<file path="config.mk">
export PLATFORM = sky130hd
export DESIGN_NAME = conv_reg_prog
export DESIGN_NICKNAME = d
export VERILOG_FILES = /design/src/rtl/conv_reg_pkg.sv /design/src/rtl/conv_reg_stage.sv /design/src/rtl/conv_reg_prog.sv
export SDC_FILE = /design/constraint.sdc
export NUM_CORES = 1
export LEC_CHECK = 0
export BUFFER_PORTS_ARGS = -buffer_cell sky130_fd_sc_hd__buf_4
export CAP_MARGIN = 20
export CORE_ASPECT_RATIO = 1.1
export CORE_UTILIZATION = 45
export CTS_CLUSTER_DIAMETER = 40
export DETAILED_ROUTE_END_ITERATION = 6
export PLACE_DENSITY = 0.7
export SYNTH_ARGS = -nofsm -noshare
export SYNTH_HDL_FRONTEND = slang
export SYNTH_SLANG_ARGS = --single-unit
</file>
<file path="constraint.sdc">
create_clock -name clk -period 2.6 [get_ports clk]
set_clock_uncertainty 0.2 [all_clocks]
set_input_delay 0.39 -clock clk [delete_from_list [all_inputs] [get_ports clk]]
set_output_delay 0.39 -clock clk [all_outputs]
set_load 0.05 [all_outputs]
</file>
<file path="src/rtl/conv_reg_pkg.sv">
// Shared constants and helpers for the programmable-delay register line.
package conv_reg_pkg;

  localparam int unsigned MAX_LENGTH_LIMIT = 64;
  localparam int unsigned DEF_WIDTH        = 16;
  localparam int unsigned DEF_MAX_LENGTH   = 8;
  localparam int unsigned DEF_INIT_STATE   = 0;

  // Number of bits needed to hold values 0..v-1.
  function automatic int unsigned clog2(input int unsigned v);
    int unsigned r;
    int unsigned p;
    r = 0;
    p = 1;
    while (p < v) begin
      p = p << 1;
      r = r + 1;
    end
    return r;
  endfunction

endpackage

</file>
<file path="src/rtl/conv_reg_stage.sv">
// One enabled, synchronously reset {valid, data} register stage.
module conv_reg_stage #(
  parameter int unsigned      WIDTH      = 16,
  parameter logic [WIDTH-1:0] INIT_STATE = '0
) (
  input  logic             clk,
  input  logic             rst,
  input  logic             en,
  input  logic [WIDTH-1:0] d,
  input  logic             v,
  output logic [WIDTH-1:0] q,
  output logic             qv
);

  always_ff @(posedge clk) begin
    if (rst) begin
      q  <= INIT_STATE;
      qv <= 1'b0;
    end else if (en) begin
      q  <= d;
      qv <= v;
    end
  end

endmodule

</file>
<file path="src/rtl/conv_reg_prog.sv">
// Register delay line with run-time selectable tap and fill-qualified valid.
// Optional registered out-of-range flag on delay_err when CONV_REG_ERR_EN is defined.
module conv_reg_prog
  import conv_reg_pkg::*;
#(
  parameter int unsigned      WIDTH      = DEF_WIDTH,
  parameter int unsigned      MAX_LENGTH = DEF_MAX_LENGTH,
  parameter logic [WIDTH-1:0] INIT_STATE = WIDTH'(DEF_INIT_STATE),
  parameter int unsigned      DW         = clog2(MAX_LENGTH + 1)
) (
  input  logic             clk,
  input  logic             rst,
  input  logic             en,
  input  logic [DW-1:0]    delay,
  input  logic [WIDTH-1:0] in_data,
  input  logic             in_valid,
`ifdef CONV_REG_ERR_EN
  output logic             delay_err,
`endif
  output logic [WIDTH-1:0] out_data,
  output logic             out_valid
);

  localparam logic [DW-1:0] MAX_D = DW'(MAX_LENGTH);

  // Index 0 is the live input so a zero delay taps straight through.
  logic [WIDTH-1:0] chain_d [MAX_LENGTH+1];
  logic             chain_v [MAX_LENGTH+1];
  logic [DW-1:0]    d_eff;
  logic [DW-1:0]    d_q;
  logic [DW-1:0]    fill;

  assign chain_d[0] = in_data;
  assign chain_v[0] = in_valid;

  for (genvar i = 1; i <= int'(MAX_LENGTH); i++) begin : g_stage
    conv_reg_stage #(
      .WIDTH      (WIDTH),
      .INIT_STATE (INIT_STATE)
    ) u_stage (
      .clk (clk),
      .rst (rst),
      .en  (en),
      .d   (chain_d[i-1]),
      .v   (chain_v[i-1]),
      .q   (chain_d[i]),
      .qv  (chain_v[i])
    );
  end

  assign d_eff = (delay > MAX_D) ? MAX_D : delay;

  // Reset captures the current delay so the first enabled edge is not seen as a change.
  always_ff @(posedge clk) begin
    if (rst) begin
      fill <= '0;
      d_q  <= d_eff;
    end else begin
      if (d_eff != d_q) begin
        fill <= '0;
      end else if (en && (fill < MAX_D)) begin
        fill <= fill + DW'(1);
      end
      d_q <= d_eff;
    end
  end

  assign out_data  = chain_d[d_eff];
  assign out_valid = chain_v[d_eff] & (fill >= d_eff);

`ifdef CONV_REG_ERR_EN
  always_ff @(posedge clk) begin
    if (rst) begin
      delay_err <= 1'b0;
    end else begin
      delay_err <= (delay > MAX_D);
    end
  end
`endif

endmodule

</file>
==> flow_summary_export.csv, run 1 <==
group,metric,value,unit
sta,worst_slew_pin_slew,0.5972,ns
synthesis,synth.distinct_cells,33,
clocking,clkTransAtPathRegs,0.06,ns
detailed_routing,drc,0,
synthesis,ys_seq_area_share,46.09,%
pwr,peakVddDrop,0.4393,mV
detailed_routing,vias_per_cell,5.377,
die,io_pins,41,
sta,hold_viol,0,
synthesis,synth_top_area_share,46.09,%
synthesis,synth_ff_type,"dfxtp_1",
sta,drv_slew,0,
setup_path,crit_start,"delay[3]",
placed_design,dp_hpwl,8518,microns
sta,period_share,98.72,%
global_routing,grt_usage,19.38,%
clocking,cts_tree,"built",
synthesis,synth_area_leader_cell,"dfxtp_1",
detailed_routing,totalWireLength,13150,microns
sta,hold_ws,0.02746,ns
clocking,numCtsBuffers,17,
setup_path,cp.required,2.01,ns
setup_path,worstSetupPathType,"primary input to primary output",
sta,relSlewSlack,60.19,%
layout,syn2layout_area_growth,19.78,%
layout,fill_cells,1112,
pwr,p_per_area,692.1,mW/mm^2
detailed_routing,routed-via-count,4425,
synthesis,ys_seq_elements,144,
layout,diodes,0,
synthesis,synthArstFlopShare,0,%
synthesis,avgSynthCellArea,10.64,sq um
setup_path,r2r-start,"d_q[2]",
status,status,"complete, no violations",
setup_path,worst_setup_path_end_kind,"primary output",
clocking,h-tree-depth,4,
synthesis,synth_most_common_cell,"mux2i_1",
sta,fin_tns_setup,0,ns
sta,min_period,2.567,ns
die,die_h,125.7,microns
detailed_routing,wl_per_cell,15.98,microns
global_routing,grt_pass1_wl,21750,microns
setup_path,crit_fanout,13,
layout,fin_nets,656,
synthesis,syn_area,0.006255,sq mm
die,rows,44,
global_routing,antenna_found_initial,0,
die,dieWidth,114.4,microns
layout,seq_area,0.002885,sq mm
die,start_util,46.75,%
placed_design,routabilityCongestion,0.7607,
global_routing,grt_start_max_net_pins,81,
placed_design,portBuffers,40,
synthesis,synthesis.nets,617,
detailed_routing,drt_iter0_drc,255,
die,core_area,0.01338,sq mm
layout,drive_above_1_share,17.84,%
pwr,p_total,5.185,mW
detailed_routing,drt_pass1_iterations,4,
sta,clock.fmax,0.3896,GHz
clocking,root_buffer,"clkbuf_16",
layout,multi_input_area,0.003138,sq mm
synthesis,synth_common_cells,"mux2i_1, dfxtp_1, nor2_1",
clocking,clockBufferDepth,2,
pwr,p_leak,3.357,nW
clocking,cts_sinks,144,
min_path,hold_path.class,"primary input to flip-flop",
synthesis,yosysWarnings,0,
global_routing,grt_pass1_vias,4320,
synthesis,ys_top_cells_by_area,"dfxtp_1, mux2i_1, nor2_1",
min_path,worstHoldStart,"in_data[13]",
clocking,clk_latency,0.41,ns
run,drv_cap,0,
global_routing,grt_remaining_overflow,0,
setup_path,arrival,1.98,ns
synthesis,synthCells,588,
sta,rsz0062_at_grt,"true",
detailed_routing,postRouteAntennaNets,0,
sta,final-setup-viol-count,0,
setup_path,cp-start-kind,"primary input",
die,die_area,0.01438,sq mm
synthesis,synth_edf_count,0,
## placed cells by master, fill, tap and decap left out, drive strengths merged, types with 3 or more instances in the layout
cell type / instances
o22ai: 15
nor2: 143
dfxtp: 144
mux4: 17
bufinv: 3
mux2i: 167
inv: 6
o21ai: 3
xnor2: 4
buf: 63
clkbuf: 20
a221o: 16
nand2b: 3
clkinvlp: 3
ha: 5
clkinv: 5
nand2: 7
## power by group
| group | internal (mW) | switching (mW) |
|---|---|---|
| registers | 2.24 | 0.0268 |
| logic | 0.207 | 0.247 |
| clock network | 1.57 | 0.891 |
| total | 4.02 | 1.16 |
## cell families (layout without fill, tap and decap cells)
kind of cell | Yosys count | count (layout) | synth area share [%]
AO/OA/AOI/OAI | 42 | 42 | 5.281
XOR/XNOR | 5 | 5 | 0.7001
adder cells (fa/ha/maj) | 5 | 5 | 1.000
buffers and inverters | 49 | 100 | 3.701
flip-flops | 144 | 144 | 46.09
multiplexers | 185 | 185 | 33.39
AND/OR/NAND/NOR | 158 | 158 | 9.842
## repair_timing
item	4_1_cts	5_1_grt
resized for setup	2	9
setup endpoints to repair	1	15
setup buffers	0	0
hold buffers	0	0
## worst max-delay path, cell delays in order
cell	delay [ns]
buf_4	0.10
nand2b_2	0.17
buf_12	0.17
mux4_1	0.57
a221o_1	0.37
buf_4	0.20
## worst paths after layout
kind,end,cells after the start,slack (ns)
worst max-delay path,out_data[6],6,0.03
worst min-delay path,g_stage[1].u_stage.q[13],3,0.03
worst max register to register,fill[2],4,1.08
worst min register to register,g_stage[8].u_stage.q[8],2,0.30
## state kept, by name, summed over array words and instances, names as in the netlist
signal and cells:
d_q 4, fill 4, g_stage.u_stage.q 128, g_stage.u_stage.qv 8
## metal layers
layer,global-route usage (%),vias to the layer above,wire length [microns]
li1,-,2157,-
met2,29.98,88,6117
met5,0,-,0
met1,25.78,2155,6272
met4,8.021,0,246
met3,4.860,25,513
## stage by stage
step                      util (%)  setup slack, ns  cells  cell area, sq um
after floorplan                  -           0.2343    588              6255
after global placement       51.34          0.05794    792              6868
after detailed placement     51.34         0.001877    792              6868
after CTS                    55.85         0.005981    823              7472
after global routing         56.00        -0.004704    823              7492
final                        56.00          0.03338    823              7492
## final cells by class
cell class | count | share of cell area, %
Clock buffer | 20 | 6.229
Clock inverter | 11 | 1.837
Inverter | 6 | 0.3006
Multi-Input combinational cell | 395 | 41.88
Sequential cell | 144 | 38.51
Tap cell | 184 | 3.073
Timing Repair Buffer | 63 | 8.166
Note: power is estimated with default switching activity, not from simulation.
==> run 2: changes to the inputs <==
Settings changed: CORE_ASPECT_RATIO 1.1 to unset, CTS_BUF_LIST set to sky130_fd_sc_hd__clkbuf_8.
==> flow_summary_export.csv, run 2 (synthesis gave the netlist of run 1 again) <==
group,metric,value,unit
status,status,"complete, no violations",
sta,final-setup-viol-count,0,
detailed_routing,vias_per_cell,5.344,
detailed_routing,wl_per_cell,15.89,microns
sta,period_share,97.74,%
pwr,peakVddDrop,0.3056,mV
layout,drive_above_1_share,17.24,%
sta,min_period,2.541,ns
layout,multi_input_area,0.003147,sq mm
global_routing,grt_remaining_overflow,0,
detailed_routing,top_layer,"met4",
placed_design,dp_hpwl,8454,microns
global_routing,grt_pass1_vias,4472,
die,core_area,0.01340,sq mm
clocking,numCtsBuffers,17,
detailed_routing,routed-via-count,4382,
detailed_routing,drt_iter0_drc,292,
sta,hold_viol,0,
placed_design,portBuffers,40,
sta,fin_ws,0.05888,ns
layout,diodes,0,
die,start_util,46.68,%
setup_path,path_common_cell,"buf_4",
pwr,p_total,4.551,mW
clocking,clk_latency,0.43,ns
die,die_h,119.9,microns
sta,rsz0062_at_grt,"true",
min_path,hold_path.class,"primary input to flip-flop",
clocking,cts_tree,"built",
global_routing,grt_usage,19.44,%
clocking,postCtsSetupRepairBufs,0,
global_routing,antenna_found_initial,0,
layout,layout_common_cells,"mux2i_1, nor2_1, dfxtp_1",
layout,top_register,"g_stage.u_stage.q",
detailed_routing,routed-wl-met2,5863,microns
sta,fin_tns_setup,0,ns
placed_design,placed_cells,781,
placed_design,routabilityCongestion,0.7402,
clocking,clkTransAtPathRegs,0.08,ns
pwr,power.switching,1.148,mW
detailed_routing,postRouteAntennaNets,0,
setup_path,max_stage_delay,0.55,ns
layout,syn2layout_area_growth,16.68,%
sta,clock.fmax,0.3935,GHz
detailed_routing,totalWireLength,13030,microns
global_routing,grt_start_max_net_pins,74,
setup_path,crit_fanout,10,
setup_path,crit_slowest_cell,"mux4_1",
pwr,p_clk_share,40.3,%
layout,seq_area,0.002885,sq mm
detailed_routing,dr_wl_met3,499,microns
layout,reg_top3,"g_stage.u_stage.q x128, g_stage.u_stage.qv x8",
setup_path,cp-start-kind,"primary input",
sta,drv_slew,0,
detailed_routing,m1WireLength,6479,microns
setup_path,worstSetupPathType,"primary input to primary output",
setup_path,crit_chain,"buf_4 -> nand2b_4 -> buf_12 -> mux4_1 -> a221o_1 -> buf_4",
setup_path,arrival,1.95,ns
clocking,h-tree-depth,4,
pwr,p_comb_share,9.9,%
detailed_routing,drt_pass1_iterations,4,
layout,fill_cells,1174,
pwr,p_leak,3.267,nW
layout,final_common_cell,"mux2i_1",
detailed_routing,drc,0,
layout,fin_util,54.46,%
setup_path,cp.required,2.01,ns
setup_path,crit_family,"multiplexers",
sta,worst_slew_pin_slew,0.7696,ns
sta,relSlewSlack,48.69,%
layout,fin_cells,820,
die,rows,42,
layout,fin_nets,660,
die,io_pins,41,
pwr,seq_power_share,49.8,%
setup_path,critical_path_buf_inv_count,3,
global_routing,grt_pass1_wl,21930,microns
pwr,netSwitchingFraction,25.22,%
clocking,root_buffer,"clkbuf_8",
pwr,p_per_area,623.6,mW/mm^2
clocking,clockBufferDepth,2,
die,die_area,0.01437,sq mm
pwr,p_int,3.403,mW
run,drv_cap,0,
placed_design,pre_cts_ws,0.01228,ns
layout,largest_register_ffs,128,
die,dieWidth,119.9,microns
setup_path,worst_setup_path_end_kind,"primary output",
clocking,cts_sinks,144,
-- run 2: changes by cell type in the layout (fill, tap and decap cells not counted), moves of 2 or more --
cell / previous run / this run
clkbuf_8: 3 / 17
clkinv_2: 5 / 1
buf_12: 9 / 6
inv_6: 0 / 2
clkbuf_16: 17 / 0
dlygate4sd3_1: 0 / 7
buf_6: 7 / 2
clkinv_4: 0 / 5
buf_4: 47 / 52
-- run 2: timing repair --
item	4_1_cts	5_1_grt
hold buffers	7	0
resized for setup	1	5
endpoints found under the setup margin	1	12
hold endpoints to repair	7	0
-- run 2: final timing paths --
| path | from | endpoint | slack (ns) | cells after the start |
|---|---|---|---|---|
| max | delay[3] | out_data[6] | 0.06 | 6 |
| min | in_data[6] | g_stage[1].u_stage.q[6] | 0.02 | 3 |
| max reg2reg | d_q[2] | fill[3] | 1.08 | 4 |
| min reg2reg | g_stage[8].u_stage.q[11] | g_stage[8].u_stage.q[11] | 0.30 | 2 |
-- run 2: power by group through the flow --
stage	combinational [mW]	sequential, mW	clock [mW]
final	0.453	2.27	1.83
after global routing	0.483	2.27	1.99
after CTS	0.452	2.27	1.87
after detailed placement	0.442	2.32	0
after global placement	0.435	2.32	0
after floorplan	0.314	2.31	0
-- run 2: worst register-to-register path, stage by stage, from the launching register on --
cell	delay, ns
dfxtp_1	0.35
xnor2_1	0.12
a2bb2oi_1	0.09
or4_1	0.58
nor2_1	0.13
-- run 2: per-layer routing --
layer	global-route usage, %	up-vias
met5	0	-
met4	6.328	0
met3	5.133	23
met2	30.96	79
met1	25.59	2116
li1	-	2164
-- run 2: per-stage QoR --
| step | area, sq um | hold slack [ns] |
|---|---|---|
| floorplan | 6255 | 0.2609 |
| global placement | 6798 | 0.2761 |
| detailed placement | 6798 | 0.2865 |
| CTS | 7292 | 0.001029 |
| global route | 7298 | 0.01265 |
| finish | 7298 | 0.02083 |
-- run 2: layout make-up --
| class | instances | share of cell area [%] |
|---|---|---|
| clock buffer | 17 | 3.206 |
| clock inverter | 15 | 2.554 |
| inverter | 6 | 0.3086 |
| multi-input combinational | 395 | 43.12 |
| sequential | 144 | 39.53 |
| tap | 176 | 3.017 |
| timing repair buffer | 67 | 8.263 |
==> run 3: changes to the inputs <==
Settings changed: BUFFER_PORTS_ARGS -buffer_cell sky130_fd_sc_hd__buf_4 to unset, DONT_BUFFER_PORTS set to 1, PLACE_DENSITY 0.7 to 0.68.
==> flow_summary_export.csv, run 3 (synthesis gave the netlist of run 1 again) <==
group,metric,value,unit
layout,fin_util,60.78,%
sta,clock.fmax,0.3924,GHz
run,drv_cap,0,
min_path,hold_depth,3,
setup_path,r2r-start,"d_q[2]",
sta,period_share,98.03,%
layout,syn2layout_area_growth,30.23,%
global_routing,antenna_found_initial,0,
global_routing,grt_remaining_overflow,0,
detailed_routing,wl_per_cell,16.68,microns
layout,reg_top3,"g_stage.u_stage.q x128, g_stage.u_stage.qv x8",
die,die_h,119.9,microns
layout,top_register,"g_stage.u_stage.q",
placed_design,portBuffers,0,
die,start_util,46.68,%
pwr,p_leak,3.528,nW
sta,final-setup-viol-count,0,
clocking,cts_tree,"built",
setup_path,worstReg2RegEnd,"fill[0]",
min_path,worstHoldStart,"delay[1]",
sta,relSlewSlack,70.30,%
placed_design,dp_hpwl,8075,microns
sta,hold_viol,0,
clocking,clkTransAtPathRegs,0.08,ns
detailed_routing,totalWireLength,14860,microns
detailed_routing,drt_iter0_drc,319,
setup_path,path_depth,5,
die,io_pins,41,
placed_design,placed_cells,751,
setup_path,worst_setup_path_end_kind,"primary output",
die,rows,42,
sta,rsz0062_at_grt,"true",
setup_path,crit_fanout,25,
setup_path,crit_family,"multiplexers",
detailed_routing,drt_pass1_iterations,4,
pwr,peakVddDrop,0.2998,mV
die,dieWidth,119.9,microns
layout,fin_cells,891,
layout,final_common_cell,"mux2i_1",
setup_path,worstSetupPathType,"primary input to primary output",
sta,min_period,2.549,ns
sta,drv_slew,0,
global_routing,grt_pass1_vias,5072,
sta,fin_tns_setup,0,ns
placed_design,routabilityCongestion,0.7122,
layout,fin_nets,731,
clocking,numCtsBuffers,17,
min_path,min_to,"d_q[1]",
setup_path,critical_path_buf_inv_count,2,
die,die_area,0.01437,sq mm
setup_path,reg2reg_slack,1.06,ns
status,status,"complete, no violations",
sta,worst_slew_pin_slew,0.4454,ns
layout,largest_register_ffs,128,
setup_path,cp-start-kind,"primary input",
layout,diodes,0,
global_routing,grt_pass1_wl,25270,microns
setup_path,crit_chain,"nand2b_2 -> buf_12 -> mux4_1 -> a221o_1 -> buf_12",
setup_path,max_stage_delay,0.57,ns
clocking,h-tree-depth,4,
detailed_routing,postRouteAntennaNets,0,
min_path,hold_path.class,"primary input to flip-flop",
clocking,clockBufferDepth,2,
setup_path,cp.required,2.01,ns
global_routing,grt_usage,22.30,%
global_routing,grt_start_max_net_pins,109,
detailed_routing,vias_per_cell,5.356,
clocking,cts_sinks,144,
layout,drive_above_1_share,11.61,%
setup_path,crit_slowest_cell,"mux4_1",
pwr,p_per_area,575.5,mW/mm^2
clocking,root_buffer,"clkbuf_8",
detailed_routing,drc,0,
pwr,p_total,4.688,mW
setup_path,arrival,1.96,ns
setup_path,r2r_cells,4,
die,core_area,0.01340,sq mm
setup_path,path_common_cell,"buf_12",
layout,layout_common_cells,"mux2i_1, nor2_1, dfxtp_1",
clocking,clk_latency,0.45,ns
detailed_routing,routed-via-count,4772,
-- run 3: changes by cell type in the layout (fill, tap and decap cells not counted), sizes merged --
cell / before / now
dlygate4sd3: 7 / 104
buf: 60 / 34
clkinvlp: 4 / 1
inv: 8 / 9
bufinv: 3 / 5
-- run 3: worst min-delay path: cells and delay by family --
family	cells	cell delay, ns
buf+inv	2	0.28
simple gates	1	0.05
-- run 3: what timing repair did --
action | in CTS | in global routing
gates resized for setup | 3 | 1
hold buffers | 106 | 0
endpoints found under the hold margin | 139 | 0
pin swaps | 1 | 1
setup buffers | 2 | 0
setup endpoints to repair | 1 | 1
-- run 3: worst max-delay path by stage --
stage / from / slack (ns) / to
after global routing: g_stage[1].u_stage.qv / -0.008 / out_valid
after detailed placement: delay[3] / 0.08 / out_data[2]
final: delay[3] / 0.05 / out_data[2]
after global placement: delay[3] / 0.10 / out_data[2]
after floorplan: delay[3] / 0.23 / out_data[0]
after CTS: g_stage[4].u_stage.qv / 0.003 / out_valid
-- run 3: through the flow --
| step | worst slack, ns | instance area, sq um | hold slack, ns |
|---|---|---|---|
| after global routing | -0.007676 | 8145 | 0.1250 |
| after floorplan | 0.2343 | 6255 | 0.2609 |
| after CTS | 0.002852 | 8144 | 0.1112 |
| final | 0.05127 | 8145 | 0.1264 |
| after global placement | 0.1011 | 6581 | 0.2203 |
| after detailed placement | 0.08318 | 6581 | 0.2196 |
-- run 3: metal layers --
metal	global-route usage [%]	routed length, microns
met3	5.228	725
met2	36.20	6943
met4	6.406	140
met5	0	0
met1	29.55	7052
-- run 3: cell type report --
class,instances,area (sq um)
clock inverters,15,219.0
well taps,176,220.2
flip-flops and latches,144,2887
multi-input cells,395,3139
inverters,6,22.52
repair buffers,138,1424
fillers,1061,5255
clock buffers,17,234.0
-- run 3: power by group --
group	leakage [nW]	switching, mW	internal (mW)
clock network	0.233	0.863	1.14
logic	2.13	0.198	0.221
registers	1.17	0.0268	2.24
